[config.mk]
export PLATFORM = sky130hd
export DESIGN_NAME = shared_mem_responder
export DESIGN_NICKNAME = d
export VERILOG_FILES = /design/src/rtl/mem_pkg.sv /design/src/rtl/rr_arbiter4.sv /design/src/rtl/shared_mem_responder.sv
export SDC_FILE = /design/constraint.sdc
export NUM_CORES = 1
export LEC_CHECK = 0
export BUFFER_PORTS_ARGS = -buffer_cell sky130_fd_sc_hd__buf_4
export CAP_MARGIN = 20
export CORE_MARGIN = 5
export CORE_UTILIZATION = 56
export CTS_CLUSTER_DIAMETER = 50
export DETAILED_ROUTE_END_ITERATION = 10
export GPL_ROUTABILITY_DRIVEN = 0
export PLACE_DENSITY = 0.79
export SKIP_CTS_REPAIR_TIMING = 1
export SLEW_MARGIN = 20
export SYNTH_ARGS = -nofsm -noshare
export SYNTH_HDL_FRONTEND = slang
export SYNTH_SLANG_ARGS = --single-unit
export TNS_END_PERCENT = 20
[constraint.sdc]
create_clock -name clk -period 2.4 [get_ports clk]
set_clock_uncertainty 0.15 [all_clocks]
set_input_delay 0.24 -clock clk [delete_from_list [all_inputs] [get_ports clk]]
set_output_delay 0.24 -clock clk [all_outputs]
set_load 0.1 [all_outputs]
[src/rtl/mem_pkg.sv]
// Shared types and constants for the processor-to-memory responder.
package mem_pkg;

    typedef enum logic [1:0] {
        IDLE  = 2'd0,
        GRANT = 2'd1,
        RESP  = 2'd2
    } mem_state_e;

    localparam logic RW_READ  = 1'b0;
    localparam logic RW_WRITE = 1'b1;

    localparam logic [7:0] ERR_DATA = 8'hFF;

    localparam int unsigned DEF_DEPTH   = 64;
    localparam int unsigned DEF_ADDR_W  = 8;
    localparam int unsigned DEF_DATA_W  = 8;
    localparam int unsigned DEF_TIMEOUT = 16;

endpackage

[src/rtl/rr_arbiter4.sv]
// Combinational four-way round-robin pick: first requester found scanning
// upward from ptr, wrapping modulo 4.
module rr_arbiter4 (
    input  logic [3:0] req,
    input  logic [1:0] ptr,
    output logic [1:0] gnt_idx,
    output logic       any
);

    logic [1:0] idx;

    // Scan ptr, ptr+1, ... and keep the first requesting index.
    always_comb begin
        gnt_idx = '0;
        any     = 1'b0;
        idx     = '0;
        for (int unsigned i = 0; i < 4; i++) begin
            idx = ptr + 2'(i);
            if (!any && req[idx]) begin
                gnt_idx = idx;
                any     = 1'b1;
            end
        end
    end

endmodule

[src/rtl/shared_mem_responder.sv]
// Responder for the shared processor memory bus: round-robin grant to one of
// four requesters, a single read or write on the on-chip memory, and a
// one-cycle completion pulse on the shared return bus.
module shared_mem_responder
    import mem_pkg::*;
#(
    parameter int unsigned DEPTH   = DEF_DEPTH,
    parameter int unsigned ADDR_W  = DEF_ADDR_W,
    parameter int unsigned DATA_W  = DEF_DATA_W,
    parameter int unsigned TIMEOUT = DEF_TIMEOUT
) (
    input  logic              clk,
    input  logic              reset,
    input  logic [3:0]        req,
    output logic [3:0]        ack,
    output logic              busy,
    input  logic              valid,
    input  logic              rw,
    input  logic [ADDR_W-1:0] address,
    input  logic [DATA_W-1:0] data_in,
    output logic [DATA_W-1:0] data_out,
    output logic              valid_mem,
    output logic              addr_err
);

    localparam int unsigned IDX_W = (DEPTH > 1) ? $clog2(DEPTH) : 1;
    localparam int unsigned CNT_W = (TIMEOUT > 1) ? $clog2(TIMEOUT) : 1;

    mem_state_e        state;
    mem_state_e        state_next;
    logic [1:0]        ptr;
    logic [1:0]        g;
    logic [CNT_W-1:0]  cnt;

    logic [1:0]        arb_idx;
    logic              arb_any;

    logic              grant_load;
    logic              access;
    logic              release_grant;

    logic              in_range;
    logic              is_write;
    logic [IDX_W-1:0]  mem_idx;

    logic [DATA_W-1:0] mem [DEPTH];

    rr_arbiter4 u_arb (
        .req     (req),
        .ptr     (ptr),
        .gnt_idx (arb_idx),
        .any     (arb_any)
    );

    assign in_range = (address < ADDR_W'(DEPTH));
    assign is_write = (rw == RW_WRITE);
    assign mem_idx  = address[IDX_W-1:0];

    // Next-state logic and state-decoded bus outputs.
    always_comb begin
        state_next    = state;
        grant_load    = 1'b0;
        access        = 1'b0;
        release_grant = 1'b0;
        busy          = (state != IDLE);
        ack           = (state != IDLE) ? (4'b0001 << g) : '0;
        valid_mem     = (state == RESP);
        unique case (state)
            IDLE: begin
                if (arb_any) begin
                    grant_load = 1'b1;
                    state_next = GRANT;
                end
            end
            GRANT: begin
                // valid takes priority over a simultaneous drop or timeout.
                if (valid) begin
                    access     = 1'b1;
                    state_next = RESP;
                end else if (!req[g] || (cnt == CNT_W'(TIMEOUT - 1))) begin
                    release_grant = 1'b1;
                    state_next    = IDLE;
                end
            end
            RESP: begin
                release_grant = 1'b1;
                state_next    = IDLE;
            end
            default: state_next = IDLE;
        endcase
    end

    // State, grant bookkeeping, timeout counter and return-bus registers.
    always_ff @(posedge clk) begin
        if (!reset) begin
            state    <= IDLE;
            ptr      <= '0;
            g        <= '0;
            cnt      <= '0;
            data_out <= '0;
            addr_err <= 1'b0;
        end else begin
            state <= state_next;
            if (grant_load) begin
                g   <= arb_idx;
                cnt <= '0;
            end else if (state == GRANT) begin
                cnt <= cnt + CNT_W'(1);
            end
            if (release_grant) begin
                ptr <= g + 2'd1;
            end
            if (access) begin
                addr_err <= !in_range;
                if (!in_range) begin
                    data_out <= DATA_W'(ERR_DATA);
                end else if (is_write) begin
                    data_out <= data_in;
                end else begin
                    data_out <= mem[mem_idx];
                end
            end else begin
                addr_err <= 1'b0;
            end
        end
    end

    // Memory array, not reset; a write coinciding with reset is dropped.
    always_ff @(posedge clk) begin
        if (reset && access && is_write && in_range) begin
            mem[mem_idx] <= data_in;
        end
    end

endmodule

==> results.toml <==
[grt]
antenna_found_initial = 4
grt_use_total = 0.248
grt.met1_usage = 0.329
use_met2 = 0.397
grt_pass1_vias = 12600
grt_overflow = 0
grt_pass1_wl_mm = 77.3
grt_use_met3 = 0.0674
grt_max_degree = 66
grt.busiest_layer = "met2"

[clock_tree]
root_buffer = "clkbuf_16"
clock_latency_ns = 0.58
cts.sinks = 531
cts_tree = "done"
clk_pin_slew_ns = 0.06
cts_buffers = 52
clock_path_buffers = 3
h-tree-depth = 2

[timing]
slew_headroom = 0.440
hold_slack_ns = -0.0139
setup_viol_count_final = 0
rsz0062_at_grt = "no"
fin_crit_sh = 0.953
tightest_slew_ns = 0.838
period_minus_slack_ns = 2.29
finalHoldViolCount = 1
drv_slew = 0
fmax_ghz = 0.437

[logic_synthesis]
synthCells = 1221
synthArstFlopShare = 0
yosysTopAreaCellShare = 0.729
synth-edff-count = 512
synth_top_area_cell = "edfxtp_1"
ys_top_cells_by_area = "edfxtp_1, mux4_2, mux2i_1"
synth-seq-area-share = 0.747
synthesis.nets = 1253
ys_ff_latch = 531
syn_avg_cell_area_sq_um = 17.3
yosys_warnings = 0
netlist_area_sq_um = 21100
synth.distinct_cells = 64
synth_ff_type = "edfxtp_1"

[critical_path]
start_kind = "flop"
crit_buf_inv = 3
criticalPathCategory = "flop to flop"
cpPeakStageDelay_ns = 0.32
slowest_stage = "nor2_4"
end_kind = "flop"
critPathTopFamily = "simple AND/OR/NAND/NOR gates"
cp_data_arrival_time_ns = 2.38
critical_path_required_ns = 2.49
crit_fanout = 8
crit_chain = "inv_1, ha_1, and2_1, nand3_4, nor3_4, buf_12, nand2_2, buf_4, nor2_4"

[cells_and_area]
mostFrequentLayoutCell = "edfxtp_1"
seq_area_sq_um = 15800
n_fill_cell = 2412
final_cells = 1934
multi_input_area_sq_um = 5100
layout_common_cells = "edfxtp_1, buf_4, nor2_1"
fin_nets = 1413
drive_above_1_share = 0.275
syn2layout_area_growth_pct = 17.7

[detailed_routing]
routed_wl_mm = 51.7
wl_per_cell_microns = 26.7
postRouteAntennaNets = 0
vias = 12400
drtPass1Iterations = 6
vias_per_cell = 6.39
drc = 0
drt_iter0_drc = 1362

[placement]
dpl.cell_count = 1833
hpwlAfterDp_mm = 32.5
numPortBuffers = 38

[pwr]
power_density_nw_per_um2 = 780
power_mw = 19.4
ir_drop_mv = 0.655
leakage_nw = 8.22

[die]
coreArea_sq_um = 37400
initial_core_util = 0.564
die_area_sq_um = 41600
rows = 71
dieWidth_microns = 204
io_pins = 39
die_h_microns = 204

[status]
violations = "hold timing"
outcome = "finished, violations left"

[job]
cap_violations = 0

[hold_path]
hp-class = "primary input to flop"
==> registers in the layout (all words and copies together), names as in the netlist <==
register  count
addr_err      1
cnt           4
data_out      8
g             2
mem         512
ptr           2
state         2
==> worst paths after layout <==
kind | startpoint | to | slack (ns) | cells after the start
setup reg to reg | state[1] | mem[15][1] | 0.11 | 9
hold reg to reg | cnt[3] | cnt[3] | 0.37 | 2
setup / recovery | state[1] | mem[15][1] | 0.11 | 9
hold / removal | req[3] | g[1] | -0.01 | 4
==> final cells by class <==
cell class / instances / area share
Sequential cell: 531 / 0.635
Timing Repair Buffer: 183 / 0.0660
Tap cell: 511 / 0.0258
Inverter: 12 / 0.00181
Antenna cell: 2 / 0.000202
Multi-Input combinational cell: 601 / 0.206
Clock buffer: 67 / 0.0564
Clock inverter: 27 / 0.00958
==> cell families (layout without fill, tap and decap cells) <==
family | count (synthesis) | after routing | share of synthesized area
fa+ha+maj | 8 | 8 | 0.00475
buf+inv | 89 | 289 | 0.0232
compound gates | 231 | 231 | 0.0793
mux | 152 | 152 | 0.0989
flops | 531 | 531 | 0.747
other cells | 0 | 2 | 0
simple gates | 207 | 207 | 0.0453
xor+xnor | 3 | 3 | 0.00125
==> routing by layer <==
layer / vias to the layer above / wire [microns]
met2: 738 / 25100
met4: 0 / 2090
li1: 5265 / -
met3: 143 / 5320
met1: 6213 / 19200
met5: - / 0
==> Yosys cell counts (6+ instances only) <==
master and instances:
ha_1 8, a31oi_1 22, clkbuf_1 17, nor2_1 119
nor3_1 9, a22oi_1 37, mux4_2 41, nor4_1 6
inv_1 12, o221ai_1 9, o2bb2ai_1 6, buf_2 34
nand2_1 26, mux2i_1 71, a221oi_1 42, o21ai_0 15
buf_4 14, dfxtp_1 19, buf_6 8, o22ai_1 37
a221o_1 14, a21oi_1 29, nor2b_1 12, o32ai_1 6
mux2_2 40, edfxtp_1 512
==> worst reg2reg max path, delay by kind of cell (launching register included) <==
family	cells	cell delay [ns]
fa+ha+maj	1	0.17
buf+inv	3	0.43
flops	1	0.31
simple gates	5	0.89
==> where the power goes <==
group          internal [mW]  switching (mW)
registers               10.2          0.0222
clock network           4.54            3.33
logic                  0.434           0.865
total                   15.1            4.22
==> per-stage QoR <==
step | hold slack, ns | TNS, ns | utilization | instance area, sq um | setup WS [ns]
floorplan | 0.189 | -26.03 | - | 21300 | -0.0826
global placement | 0.347 | -0.876 | 0.617 | 23100 | -0.190
detailed placement | 0.347 | -2.54 | 0.617 | 23100 | -0.253
CTS | -0.192 | -2.94 | 0.660 | 24700 | -0.0700
global route | 0.0175 | 0 | 0.664 | 24800 | 0.0467
finish | -0.0139 | 0 | 0.664 | 24800 | 0.112
No activity file was read; power rests on OpenSTA's default activity.
